**src/rtl/rggen_w01c_clear_scheduler.sv**
```systemverilog
// Round-robin service scheduler for a w01c status field: requests service of one
// pending bit at a time, then clears it through the field's shared write port.
module rggen_w01c_clear_scheduler #(
  parameter int         WIDTH       = 8,
  parameter int         ID_WIDTH    = 3,
  parameter logic [1:0] CLEAR_VALUE = 2'b00
)(
  input  logic                i_clk,
  input  logic                i_rst_n,
  input  logic [WIDTH-1:0]    i_pending,
  input  logic                i_sw_valid,
  input  logic [WIDTH-1:0]    i_sw_write_mask,
  input  logic [WIDTH-1:0]    i_sw_write_data,
  output logic                o_bit_field_valid,
  output logic [WIDTH-1:0]    o_bit_field_write_mask,
  output logic [WIDTH-1:0]    o_bit_field_write_data,
  output logic                o_req,
  output logic [ID_WIDTH-1:0] o_req_id,
  input  logic                i_ack,
  output logic                o_busy
);

  typedef enum logic [1:0] {
    IDLE,
    REQ,
    CLEAR
  } state_e;

  state_e              state_q, state_d;
  logic                req_q, req_d;
  logic [ID_WIDTH-1:0] req_id_q, req_id_d;
  logic [ID_WIDTH-1:0] ptr_q, ptr_d;

  logic [WIDTH-1:0]    at_or_above_ptr;
  logic [WIDTH-1:0]    upper_pending;
  logic [WIDTH-1:0]    onehot;
  logic [WIDTH-1:0]    clear_data;
  logic [ID_WIDTH-1:0] sel_idx;
  logic [ID_WIDTH-1:0] id_inc;
  logic                clear_issue;

  generate
    if ((WIDTH < 2) || (WIDTH > 64) || (ID_WIDTH < $clog2(WIDTH))) begin : g_bad_params
      // Deliberately out-of-range select so illegal sizing stops elaboration.
      localparam logic [0:0] SIZE_OK  = 1'b0;
      localparam logic       SIZE_BAD = SIZE_OK[WIDTH];
    end

    for (genvar gi = 0; gi < WIDTH; gi++) begin : g_bit
      assign at_or_above_ptr[gi] = (ID_WIDTH'(gi) >= ptr_q);
      assign onehot[gi]          = (req_id_q == ID_WIDTH'(gi));
    end

    if (CLEAR_VALUE == 2'b00) begin : g_write0_clear
      assign clear_data = ~onehot;
    end else if (CLEAR_VALUE == 2'b01) begin : g_write1_clear
      assign clear_data = onehot;
    end else begin : g_illegal_clear_value
      localparam logic [1:0] LEGAL_ENCODINGS = 2'b11;
      assign clear_data = {WIDTH{LEGAL_ENCODINGS[CLEAR_VALUE + 2]}};
    end
  endgenerate

  function automatic logic [ID_WIDTH-1:0] lowest_set(input logic [WIDTH-1:0] v);
    lowest_set = '0;
    for (int k = WIDTH - 1; k >= 0; k--) begin
      if (v[k]) lowest_set = ID_WIDTH'(k);
    end
  endfunction

  // Bits at or above ptr take precedence; otherwise wrap to the lowest set bit.
  assign upper_pending = i_pending & at_or_above_ptr;
  assign sel_idx       = (|upper_pending) ? lowest_set(upper_pending) : lowest_set(i_pending);
  assign id_inc        = (req_id_q == ID_WIDTH'(WIDTH - 1)) ? '0 : req_id_q + 1'b1;

  always_ff @(posedge i_clk or negedge i_rst_n) begin
    if (!i_rst_n) begin
      state_q  <= IDLE;
      req_q    <= 1'b0;
      req_id_q <= '0;
      ptr_q    <= '0;
    end else begin
      state_q  <= state_d;
      req_q    <= req_d;
      req_id_q <= req_id_d;
      ptr_q    <= ptr_d;
    end
  end

  always_comb begin
    state_d     = state_q;
    req_d       = req_q;
    req_id_d    = req_id_q;
    ptr_d       = ptr_q;
    clear_issue = 1'b0;
    unique case (state_q)
      IDLE: begin
        if (|i_pending) begin
          req_d    = 1'b1;
          req_id_d = sel_idx;
          state_d  = REQ;
        end
      end
      REQ: begin
        if (i_ack) begin
          req_d   = 1'b0;
          ptr_d   = id_inc;
          state_d = CLEAR;
        end
      end
      CLEAR: begin
        // Software owns the write port whenever it is active.
        if (!i_sw_valid) begin
          clear_issue = 1'b1;
          state_d     = IDLE;
        end
      end
      default: state_d = IDLE;
    endcase
  end

  assign o_bit_field_valid      = clear_issue | i_sw_valid;
  assign o_bit_field_write_mask = clear_issue ? onehot : i_sw_write_mask;
  assign o_bit_field_write_data = clear_issue ? clear_data : i_sw_write_data;
  assign o_req                  = req_q;
  assign o_req_id               = req_id_q;
  assign o_busy                 = (state_q != IDLE);

endmodule
```
**config.mk**
```make
export PLATFORM = sky130hd
export DESIGN_NAME = rggen_w01c_clear_scheduler
export DESIGN_NICKNAME = d
export VERILOG_FILES = /design/src/rtl/rggen_w01c_clear_scheduler.sv
export SDC_FILE = /design/constraint.sdc
export NUM_CORES = 1
export LEC_CHECK = 0
export ABC_AREA = 0
export BUFFER_PORTS_ARGS = -buffer_cell sky130_fd_sc_hd__buf_2
export CORE_MARGIN = 2
export CORE_UTILIZATION = 44
export CTS_CLUSTER_SIZE = 20
export DETAILED_ROUTE_END_ITERATION = 12
export PLACE_DENSITY = 0.78
export SYNTH_ARGS = -nofsm -noshare
export SYNTH_HDL_FRONTEND = slang
export SYNTH_SLANG_ARGS = --single-unit
```
**constraint.sdc**
```tcl
create_clock -name i_clk -period 2.82 [get_ports i_clk]
set_input_delay 0.705 -clock i_clk [delete_from_list [all_inputs] [get_ports i_clk]]
set_output_delay 0.705 -clock i_clk [all_outputs]
set_load 0.01 [all_outputs]
```
# Word-level counts from Yosys, hierarchy flattened
# Cells that the tools add are included.
[totals]
wordCells = 67
inputBits = 28
output_inout_bits = 22
regBits = 9
[op_classes]
n_mux = 29
n_addsub = 1
magnitude_cmp = 8
bitwise_logic = 3
n_eq_ne = 12
reduce_logical = 10
[op_table]
columns = ["op", "count"]
rows = [
  ["two-way mux 3 bit", 18],
  ["two-way mux 8 bit", 2],
  ["OR reduction 8 bit", 2],
  ["equality test 3 bit (second input constant)", 4],
  ["greater-or-equal comparator 3 bit (first input constant)", 4],
  ["bitwise AND 8 bit", 1],
  ["NOT 8 bit", 1],
  ["equality test 3 x 2 -> 1 bit (second input constant)", 2],
  ["greater-or-equal comparator 1 x 3 -> 1 bit (first input constant)", 2],
  ["greater-or-equal comparator 2 x 3 -> 1 bit (first input constant)", 2],
  ["two-way mux 2 bit", 3],
  ["!= test 2 bit (second input constant)", 3],
  ["case mux 2 bit (3 select lines)", 1],
  ["AND reduction 3 bit", 2],
  ["two-way mux 1 bit", 4],
  ["AND reduction 2 bit", 2],
  ["nonzero test 2 bit", 2],
  ["adder 3 x 1 -> 3 bit (second input constant)", 1],
  ["equality test 3 x 1 -> 1 bit (second input constant)", 1],
  ["logical NOT 3 bit", 1],
  ["equality test 2 x 1 -> 1 bit (second input constant)", 1],
  ["equality test 2 bit (second input constant)", 1],
  ["logical NOT 2 bit", 1],
  ["case mux 1 bit (2 select lines)", 1],
  ["bitwise OR 1 bit", 1],
]

# Longest topological paths before layout
# Gate-level depths: netlist of run 1.
[logic_depth]
depth_word = 11
mapped_depth = 6
depth_no_buf = 5

# Least setup slack after synthesis of run 1
# Ideal clock, no wire load.
[synth_path]
path_type = "input -> output"
from = "input i_sw_valid"
to = "output o_bit_field_write_mask[0]"
arrival_ns = 1.311
cell_stages = 5
path_buffers = 1
required_ns = 2.115
path_slack_ns = 0.804
cell_sequence = "inv_1 nand2b_1 clkbuf_1 nand2_1 nand2_1"
[synth_between]
elab_chain_len = 3
[synth_lines]
columns = ["item", "line_no", "rtl"]
rows = [
  ["from (decl)", "11", "input logic i_sw_valid,"],
  ["two-way mux 1 bit", "113", "if (!i_sw_valid) begin"],
  ["two-way mux 1 bit", "96", "unique case (state_q)"],
  ["two-way mux 8 bit", "123", "assign o_bit_field_write_mask = clear_issue ? onehot : i_sw_write_mask;"],
  ["to (decl)", "15", "output logic [WIDTH-1:0] o_bit_field_write_mask,"],
]
# Every way passes these cells.

# Worst setup path in the final report of run 1
[layout_path]
from = "register state_q[0]"
to = "output o_bit_field_write_data[2]"
[layout_between]
elab_chain_len = 3
[layout_lines]
columns = ["item", "line_no", "rtl"]
rows = [
  ["from (decl)", "29", "state_e state_q, state_d;"],
  ["from (signal assigned)", "83", "state_q <= state_d;"],
  ["equality test 2 bit", "96", ""],
  ["two-way mux 1 bit", "96", ""],
  ["two-way mux 8 bit", "124", "assign o_bit_field_write_data = clear_issue ? clear_data : i_sw_write_data;"],
  ["to (decl)", "16", "output logic [WIDTH-1:0] o_bit_field_write_data,"],
]
# Every way passes these cells.

==> results list, run 1 <==
- Top-level I/O count: 50
- The number of nets handed over by synthesis was 152.
- The count of nets left with antenna violations once routing finished came out at 0.
* Row count: 16
- Timing-limited maximum frequency: 450 MHz
* Cell Area, Placed: 0.00115 mm²
* Synthesis-to-layout area growth: 34.1%
- In this run the tool buffered the top-level ports with 49 buffer cells.
- Worst skew pair latency: 250 ps
* Clock sink total: 9
* Final RePlAce weighted congestion: 0.824
- The critical path goes through nand2b_1 > nand2b_1 > nor2_1 > nand2_1 > o21a_1 > buf_2.
- Area share of the largest cell type after synthesis: 25.6%
- Worst-path clk slew: 60 ps
- Mean number of vias per cell: 4.97
- The die is 48.7 µm tall.
- Area of the core: 0.00192 mm²
- The die is 48.7 µm wide.
- STA puts the critical path data arrival time at 1520 ps.
- Required time of the worst setup path: 2120 ps
* Share of layout cells above drive strength 1: 36.5%
- Final hold violations: 0
- Slew at the pin closest to its max-slew limit: 372 ps
- Area used by sequential logic in the layout: 225 µm²
- The worst path uses 78.7% of the clock period.
- Dividing the detail-routed wire length by the instance count gives 10.8 µm.
* CTS-repair resized insts: 0
* Setup slack on the worst flop-to-flop path: 1300 ps
* Mean Syn Cell Area: 7.46 µm²
- In this run, the number of DRC markers left after iteration 0 of detailed routing was 22.
- Setup violations remaining at the end of the flow were counted as 0.
- Entering global routing, the biggest net connects 13 pins.
* Initial Utilization: 45.8%
* Outcome: complete, no violations
* Post-route total power: 0.875 mW
- HPWL after DPL: 1820 µm
* Overall track demand over capacity in global routing: 19.7%
- The critical path is of the reg -> out type.
- Post-synthesis cell area: 881 µm²
- Counting flops with a built-in enable in the synthesized netlist gives 0.
- After synthesis the netlist holds a flip-flop and latch count of 9.
- The first global-routing pass estimated 3750 µm of wire.
- The number of different library cells used by synthesis comes to 37.
- Number of CTS-inserted buffers: 3
- Initial antenna violation count: 0
- Worst Skew: 1.16 ps
- Leakage power: 0.625 nW
- Root Driver: sky130_fd_sc_hd__clkbuf_4
- Normalized max-slew margin: 75.2%
* Proportion of register bits with asynchronous set or reset after synthesis: 100%
- Clock tree from TritonCTS: built
- After technology mapping, the gate count stands at 118.
* Layout fillers: 184
* Final critical delay including setup and external delays: 2220 ps
- Critical-path cell with the highest stage delay: sky130_fd_sc_hd__dfrtp_1
* Final max-slew violation count: 0
- DRT Pass-1 Iters: 4
* Total Negative Setup Slacks: 0 ps
* Synthesis warning total: 0
- The total overflow left after global routing is 0.
* Worst reg2reg path startpoint: ptr_q[2]
- Buffers inserted to repair hold after CTS numbered 0.
* Final net count: 205
* Dominant cells by area after synthesis: sky130_fd_sc_hd__dfrtp_1, sky130_fd_sc_hd__nand2_1, sky130_fd_sc_hd__ha_1, sky130_fd_sc_hd__o21a_1, sky130_fd_sc_hd__nor2_1
* Stage delay of the slowest cell on the critical path: 390 ps
- Among all flip-flop cells after synthesis, the most frequent one is sky130_fd_sc_hd__dfrtp_1.
- Footprint of the multi-input gates: 613 µm²
- Finished layout cell area: 0.00118 mm²
- Diode count: 0
- Part of the Yosys area used for sequential elements: 25.6%
* Kind of path behind the tightest hold check: in -> async
- The final layout contains routed wiring with a total length of 2130 µm.
* Crit start category: flip-flop
- The endpoint identified for the worst register-to-register timing path is o_req_id[0].
- Count of non-filler cells in the finished layout: 197
- DRC violation count after routing: 0
* Worst r2r path cells: 5
* CTS H-tree lvls: 1
- Along the worst path, the maximum fanout reaches 4.
* Most numerous cell on the critical path: sky130_fd_sc_hd__nand2b_1
* CP endpoint kind: output port
* Power Dens Cells: 741 mW/mm²
* Synth area leader: sky130_fd_sc_hd__dfrtp_1
- VDD sags by at most 388 µV.
- Die area: 0.00238 mm²
* Unrepaired setup endpoints after global routing: no
- Counting along the longest clock path gives a buffer depth of 2.
* Number of max-capacitance violations reported: 0
- Detailed-route via count: 980
* Placed insts: 193
- Post-CTS repair timing setup buffer count: 0
- The via count of the first global-routing pass came to 933.
[worst max-delay path by stage]
stage	startpoint	to	slack [ps]
3_3_place_gp	i_sw_valid	o_bit_field_write_data[1]	650
4_1_cts	state_q[0]	o_bit_field_write_data[2]	580
6_report	state_q[0]	o_bit_field_write_data[2]	600
5_1_grt	state_q[0]	o_bit_field_write_data[1]	430
3_5_place_dp	i_sw_valid	o_bit_field_write_data[2]	630
2_1_floorplan	i_sw_valid	o_bit_field_write_mask[0]	800
[cell families (layout without fill, tap and decap cells)]
logic type / count (synthesis) / in the layout / synth area share (%)
AOI/OAI and AO/OA: 33 / 33 / 26.6
adders and majority gates: 6 / 6 / 8.52
buffers and inverters: 9 / 61 / 4.83
DFF: 9 / 9 / 25.6
muxes: 1 / 1 / 1.28
and+or+nand+nor: 60 / 60 / 33.2
[cells in the mapped netlist (all sizes together) (2+ instances only)]
master  number
buf          2
o21a         6
dfrtp        9
o31a         2
a21oi        4
inv          6
nand2       34
o31ai        2
nor2        11
nand3        4
nand2b       5
o21ai        8
a21boi       2
ha           6
[report_power, final]
part           switching [mW]  internal [mW]
logic                   0.274          0.228
registers              0.0892          0.190
clock network          0.0392         0.0541
total                   0.403          0.473
[area by class of cell]
type	count	area share [%]
Timing Repair Buffer	51	22.0
Sequential cell	9	19.1
Clock buffer	4	2.22
Multi-Input combinational cell	100	51.9
Inverter	6	1.91
Tap cell	27	2.86
[registers in the layout (all words and copies together) (netlist names)]
register  flops
state_q       2
o_req         1
ptr_q         3
o_req_id      3
[per-stage QoR]
| step | util [%] | hold WS, ps | setup slack (ps) |
|---|---|---|---|
| after global placement | 60.1 | 455 | 646 |
| after global routing | 61.5 | 285 | 430 |
| after floorplan | - | 409 | 804 |
| after CTS | 61.5 | 287 | 580 |
| after detailed placement | 60.1 | 471 | 634 |
| final | 61.5 | 286 | 600 |
[worst max-delay path: cells and delay by family (launching register included)]
family          cells  cell delay [ps]
simple gates        4              620
buf+inv             1              130
compound gates      1              110
flops               1              390
[layer usage]
layer	vias to the layer above	part of all wire [%]	GRT usage, %
li1	511	-	-
met1	432	42	23.0
met2	35	50	34.2
met3	2	6.1	3.40
met4	0	1.4	10.5
met5	-	0	0
[cell usage in the layout (no fill, tap or decap), types with 2 or more instances in the layout]
cell type	netlist	routed
sky130_fd_sc_hd__a21oi_1	3	3
sky130_fd_sc_hd__buf_2	1	49
sky130_fd_sc_hd__buf_4	0	2
sky130_fd_sc_hd__clkbuf_4	0	3
sky130_fd_sc_hd__dfrtp_1	9	9
sky130_fd_sc_hd__ha_1	6	6
sky130_fd_sc_hd__inv_1	6	6
sky130_fd_sc_hd__nand2_1	34	34
sky130_fd_sc_hd__nand2b_1	5	5
sky130_fd_sc_hd__nand3_1	4	4
sky130_fd_sc_hd__nor2_1	10	10
sky130_fd_sc_hd__o21a_1	6	6
sky130_fd_sc_hd__o21ai_0	3	3
sky130_fd_sc_hd__o21ai_1	5	5
sky130_fd_sc_hd__o31ai_1	2	2
Power figures use the tool's default switching activity.
==> run 2: changes to the inputs <==
--- a/config.mk
+++ b/config.mk
@@ -5,13 +5,13 @@
 export SDC_FILE = /design/constraint.sdc
 export NUM_CORES = 1
 export LEC_CHECK = 0
-export ABC_AREA = 0
+export ABC_AREA = 1
 export BUFFER_PORTS_ARGS = -buffer_cell sky130_fd_sc_hd__buf_2
 export CORE_MARGIN = 2
-export CORE_UTILIZATION = 44
+export CORE_UTILIZATION = 40
 export CTS_CLUSTER_SIZE = 20
 export DETAILED_ROUTE_END_ITERATION = 12
-export PLACE_DENSITY = 0.78
+export PLACE_DENSITY = 0.74
 export SYNTH_ARGS = -nofsm -noshare
 export SYNTH_HDL_FRONTEND = slang
 export SYNTH_SLANG_ARGS = --single-unit
==> constraint.sdc (replaced) <==
create_clock -name i_clk -period 1.98 [get_ports i_clk]
set_input_delay 0.495 -clock i_clk [delete_from_list [all_inputs] [get_ports i_clk]]
set_output_delay 0.495 -clock i_clk [all_outputs]
set_load 0.01 [all_outputs]
==> results list, run 2 <==
* Final net count: 237
- The cell area that synthesis handed to floorplanning was 920 µm².
- The first global-routing pass estimated 3900 µm of wire.
- Pin count of the biggest net entering global routing: 16
- Worst skew pair latency: 270 ps
* DRT Pass-1 Iters: 4
* Endpoint of the lowest-slack register-to-register path: o_req_id[0]
- Row count: 17
- Leakage power: 0.764 nW
- Footprint of the multi-input gates: 613 µm²
* Worst Setup Path Type: reg -> out
- The detailed router placed 1,126 vias in this run.
- The completed layout was analyzed and its total power is 1.40 mW.
- After layout, the worst path uses 101% of the clock period.
- Layout fillers: 217
- For this run the aggregate overflow at the end of global routing stands at 0.
* Synth area leader: sky130_fd_sc_hd__dfrtp_1
- Worst-path maximum fanout: 4
- Port buffering added 49 buffers.
- Final hold violations: 0
- Synthesis-to-layout area growth: 41.2%
- Antenna Nets Post-Route: 0
- In this run the power density over the cells is 1080 mW/mm².
- For this design, the CTS-stage hold fixing added 0 buffers.
* Crit start category: flip-flop
- Counting every instance in the synthesized netlist gives 144.
* Mean Syn Cell Area: 6.39 µm²
- The worst pin sits at a relative slew slack of 81.6%.
- Registers take 226 µm².
- Measured in cells, the most critical reg-to-reg path has a length of 8.
- Average wire per standard cell: 10.0 µm
- Worst-path clk slew: 70 ps
- Syn Nets: 178
- After synthesis, the share of flip-flops with an asynchronous set or reset is 100%.
* CTS H-tree lvls: 1
- Across the run, the number of max-cap violations was 0.
- DRC violation count after routing: 0
* Area share of the largest cell type after synthesis: 24.5%
* Part of the Yosys area used for sequential elements: 24.5%
- Clock sink total: 9
- Final RePlAce weighted congestion: 0.915
- Buffers inserted during clock tree synthesis total 3.
- For the pin with the worst max-slew slack, the measured transition is 275 ps.
- The commonest cells after synthesis are sky130_fd_sc_hd__nand2_1, sky130_fd_sc_hd__inv_1, sky130_fd_sc_hd__nor2_1.
- Final setup violation count: 3
- Overall track demand over capacity in global routing: 19.0%
* Placed insts: 222
* Clk buf depth: 2
- The final reports fail on setup timing.
- Detailed placement ended at an HPWL of 1910 µm.
- Cells fill 59.3% of the core in the end.
- Top-level I/O count: 50
* Number of distinct standard cells referenced by the synthesized netlist: 22
- Worst reg2reg path startpoint: ptr_q[2]
- Among all flip-flop cells after synthesis, the most frequent one is sky130_fd_sc_hd__dfrtp_1.
- The root buffer cell chosen for the clock tree is sky130_fd_sc_hd__clkbuf_4.
- The initial antenna violation count is 0.
* Most common cell after layout, fill and taps aside: sky130_fd_sc_hd__buf_2
- The flow ran to the end, but the final reports show violations.
- Yosys mapped a number of flops with a built-in enable equal to 0.
* Final critical delay including setup and external delays: 1990 ps
- In this run the register-to-register setup slack is 600 ps.
* Final worst setup slack: -13.4 ps
* Vias in the first global route: 1,022
- DR iter-0 viols: 8
- Clock tree from TritonCTS: built
* Mean number of vias per cell: 4.90
* Die area: 0.00270 mm²
* Highest-count cells in the layout ignoring fill and taps: sky130_fd_sc_hd__buf_2, sky130_fd_sc_hd__nand2_1, sky130_fd_sc_hd__inv_1, sky130_fd_sc_hd__nor2_1, sky130_fd_sc_hd__nand3_1
- Timing-limited maximum frequency: 502 MHz
- Counting flops and latches in the post-synthesis netlist gives 9.
* Worst Skew: 8.50 ps
- Data on the critical path is required at its endpoint by 1480 ps.
- Synthesis warning total: 0
- Count of non-filler cells in the finished layout: 230
* Final wirelength: 2300 µm
- Final max-slew violation count: 0
* Die W: 52.0 µm
- For the worst setup path, the data arrival time is 1500 ps.
* CP endpoint kind: output port
- By area the synthesized netlist is led by sky130_fd_sc_hd__dfrtp_1, sky130_fd_sc_hd__nand2_1, sky130_fd_sc_hd__inv_1, sky130_fd_sc_hd__ha_1, sky130_fd_sc_hd__o21a_1.
- The die is 52.0 µm tall.
- Kind of path behind the tightest hold check: in -> async
* Area of the core: 0.00219 mm²
- Setup repair after global routing could not meet its margin everywhere.
- The initial utilization of the core area, before any placement, comes to 42.0%.
* Worst IR drop on VDD: 745 µV
- Most frequently used cell type in the post-synthesis netlist: sky130_fd_sc_hd__nand2_1
- In the final layout, the share of cells above drive strength 1 is 38.6%.
- Hold Worst Slack: 62.3 ps
- Diode count: 0
-- run 2: changes by cell type in the layout (fill, tap and decap cells not counted), moves of 4 or more --
cell	change
sky130_fd_sc_hd__nand3_1	+7
sky130_fd_sc_hd__nand2b_1	-5
sky130_fd_sc_hd__inv_2	+4
sky130_fd_sc_hd__buf_4	+4
sky130_fd_sc_hd__inv_1	+16
sky130_fd_sc_hd__nor3_2	+4
sky130_fd_sc_hd__o21ai_1	-5
sky130_fd_sc_hd__nand2_1	+14
-- run 2: routing by layer --
layer	vias up	global-route usage (%)	wire (µm)
met5	-	0	0
met4	0	5.70	23
met3	4	4.60	203
met2	39	35.9	1100
met1	518	20.4	977
li1	565	-	-
-- run 2: layout make-up --
cell class / instances / area share [%]
Timing Repair Buffer: 55 / 22.4
Inverter: 27 / 8.19
Clock buffer: 3 / 1.73
Tap cell: 28 / 2.70
Multi-Input combinational cell: 107 / 47.2
Sequential cell: 9 / 17.4
Clock inverter: 1 / 0.385
-- run 2: critical path: stages, from the launching register on --
cell and delay [ps]:
sky130_fd_sc_hd__dfrtp_1 430, sky130_fd_sc_hd__buf_4 150, sky130_fd_sc_hd__ha_1 180, sky130_fd_sc_hd__inv_1 110, sky130_fd_sc_hd__nor3_2 60, sky130_fd_sc_hd__inv_1 70
sky130_fd_sc_hd__o21a_1 110, sky130_fd_sc_hd__buf_2 120
-- run 2: worst max-delay path by stage --
stage	to	cells past startpoint	startpoint
floorplan	o_bit_field_write_data[6]	8	state_q[0]
global placement	o_bit_field_write_data[4]	7	i_sw_valid
detailed placement	o_bit_field_write_data[4]	7	i_sw_valid
CTS	o_bit_field_write_data[5]	8	state_q[0]
global route	o_bit_field_write_data[1]	7	o_req_id[0]
finish	o_bit_field_write_data[5]	7	o_req_id[0]
-- run 2: cells by family after synthesis --
kind of cell | synth area share, %
DFF | 24.5
AOI/OAI and AO/OA | 13.3
and+or+nand+nor | 40.3
buffers and inverters | 12.5
adders and majority gates | 8.16
muxes | 1.22
-- run 2: stage by stage --
step | worst slack, ps | TNS, ps | area [µm²]
after floorplan | 315 | 0 | 920
after global placement | 196 | 0 | 1200
after detailed placement | 171 | 0 | 1200
after CTS | -21.4 | -56.7 | 1270
after global routing | -124 | -1340 | 1300
final | -13.4 | -20.6 | 1300
-- run 2: what timing repair did --
item | CTS | global route
gates resized for setup | 5 | 4
setup buffers | 3 | 1
endpoints found under the setup margin | 9 | 16
cloned | 0 | 0
-- run 2: where the power goes --
group	switching, mW	internal, mW	total, mW
Sequential	0.109	0.272	0.381
Clock	0.0682	0.0746	0.143
Combinational	0.513	0.361	0.875
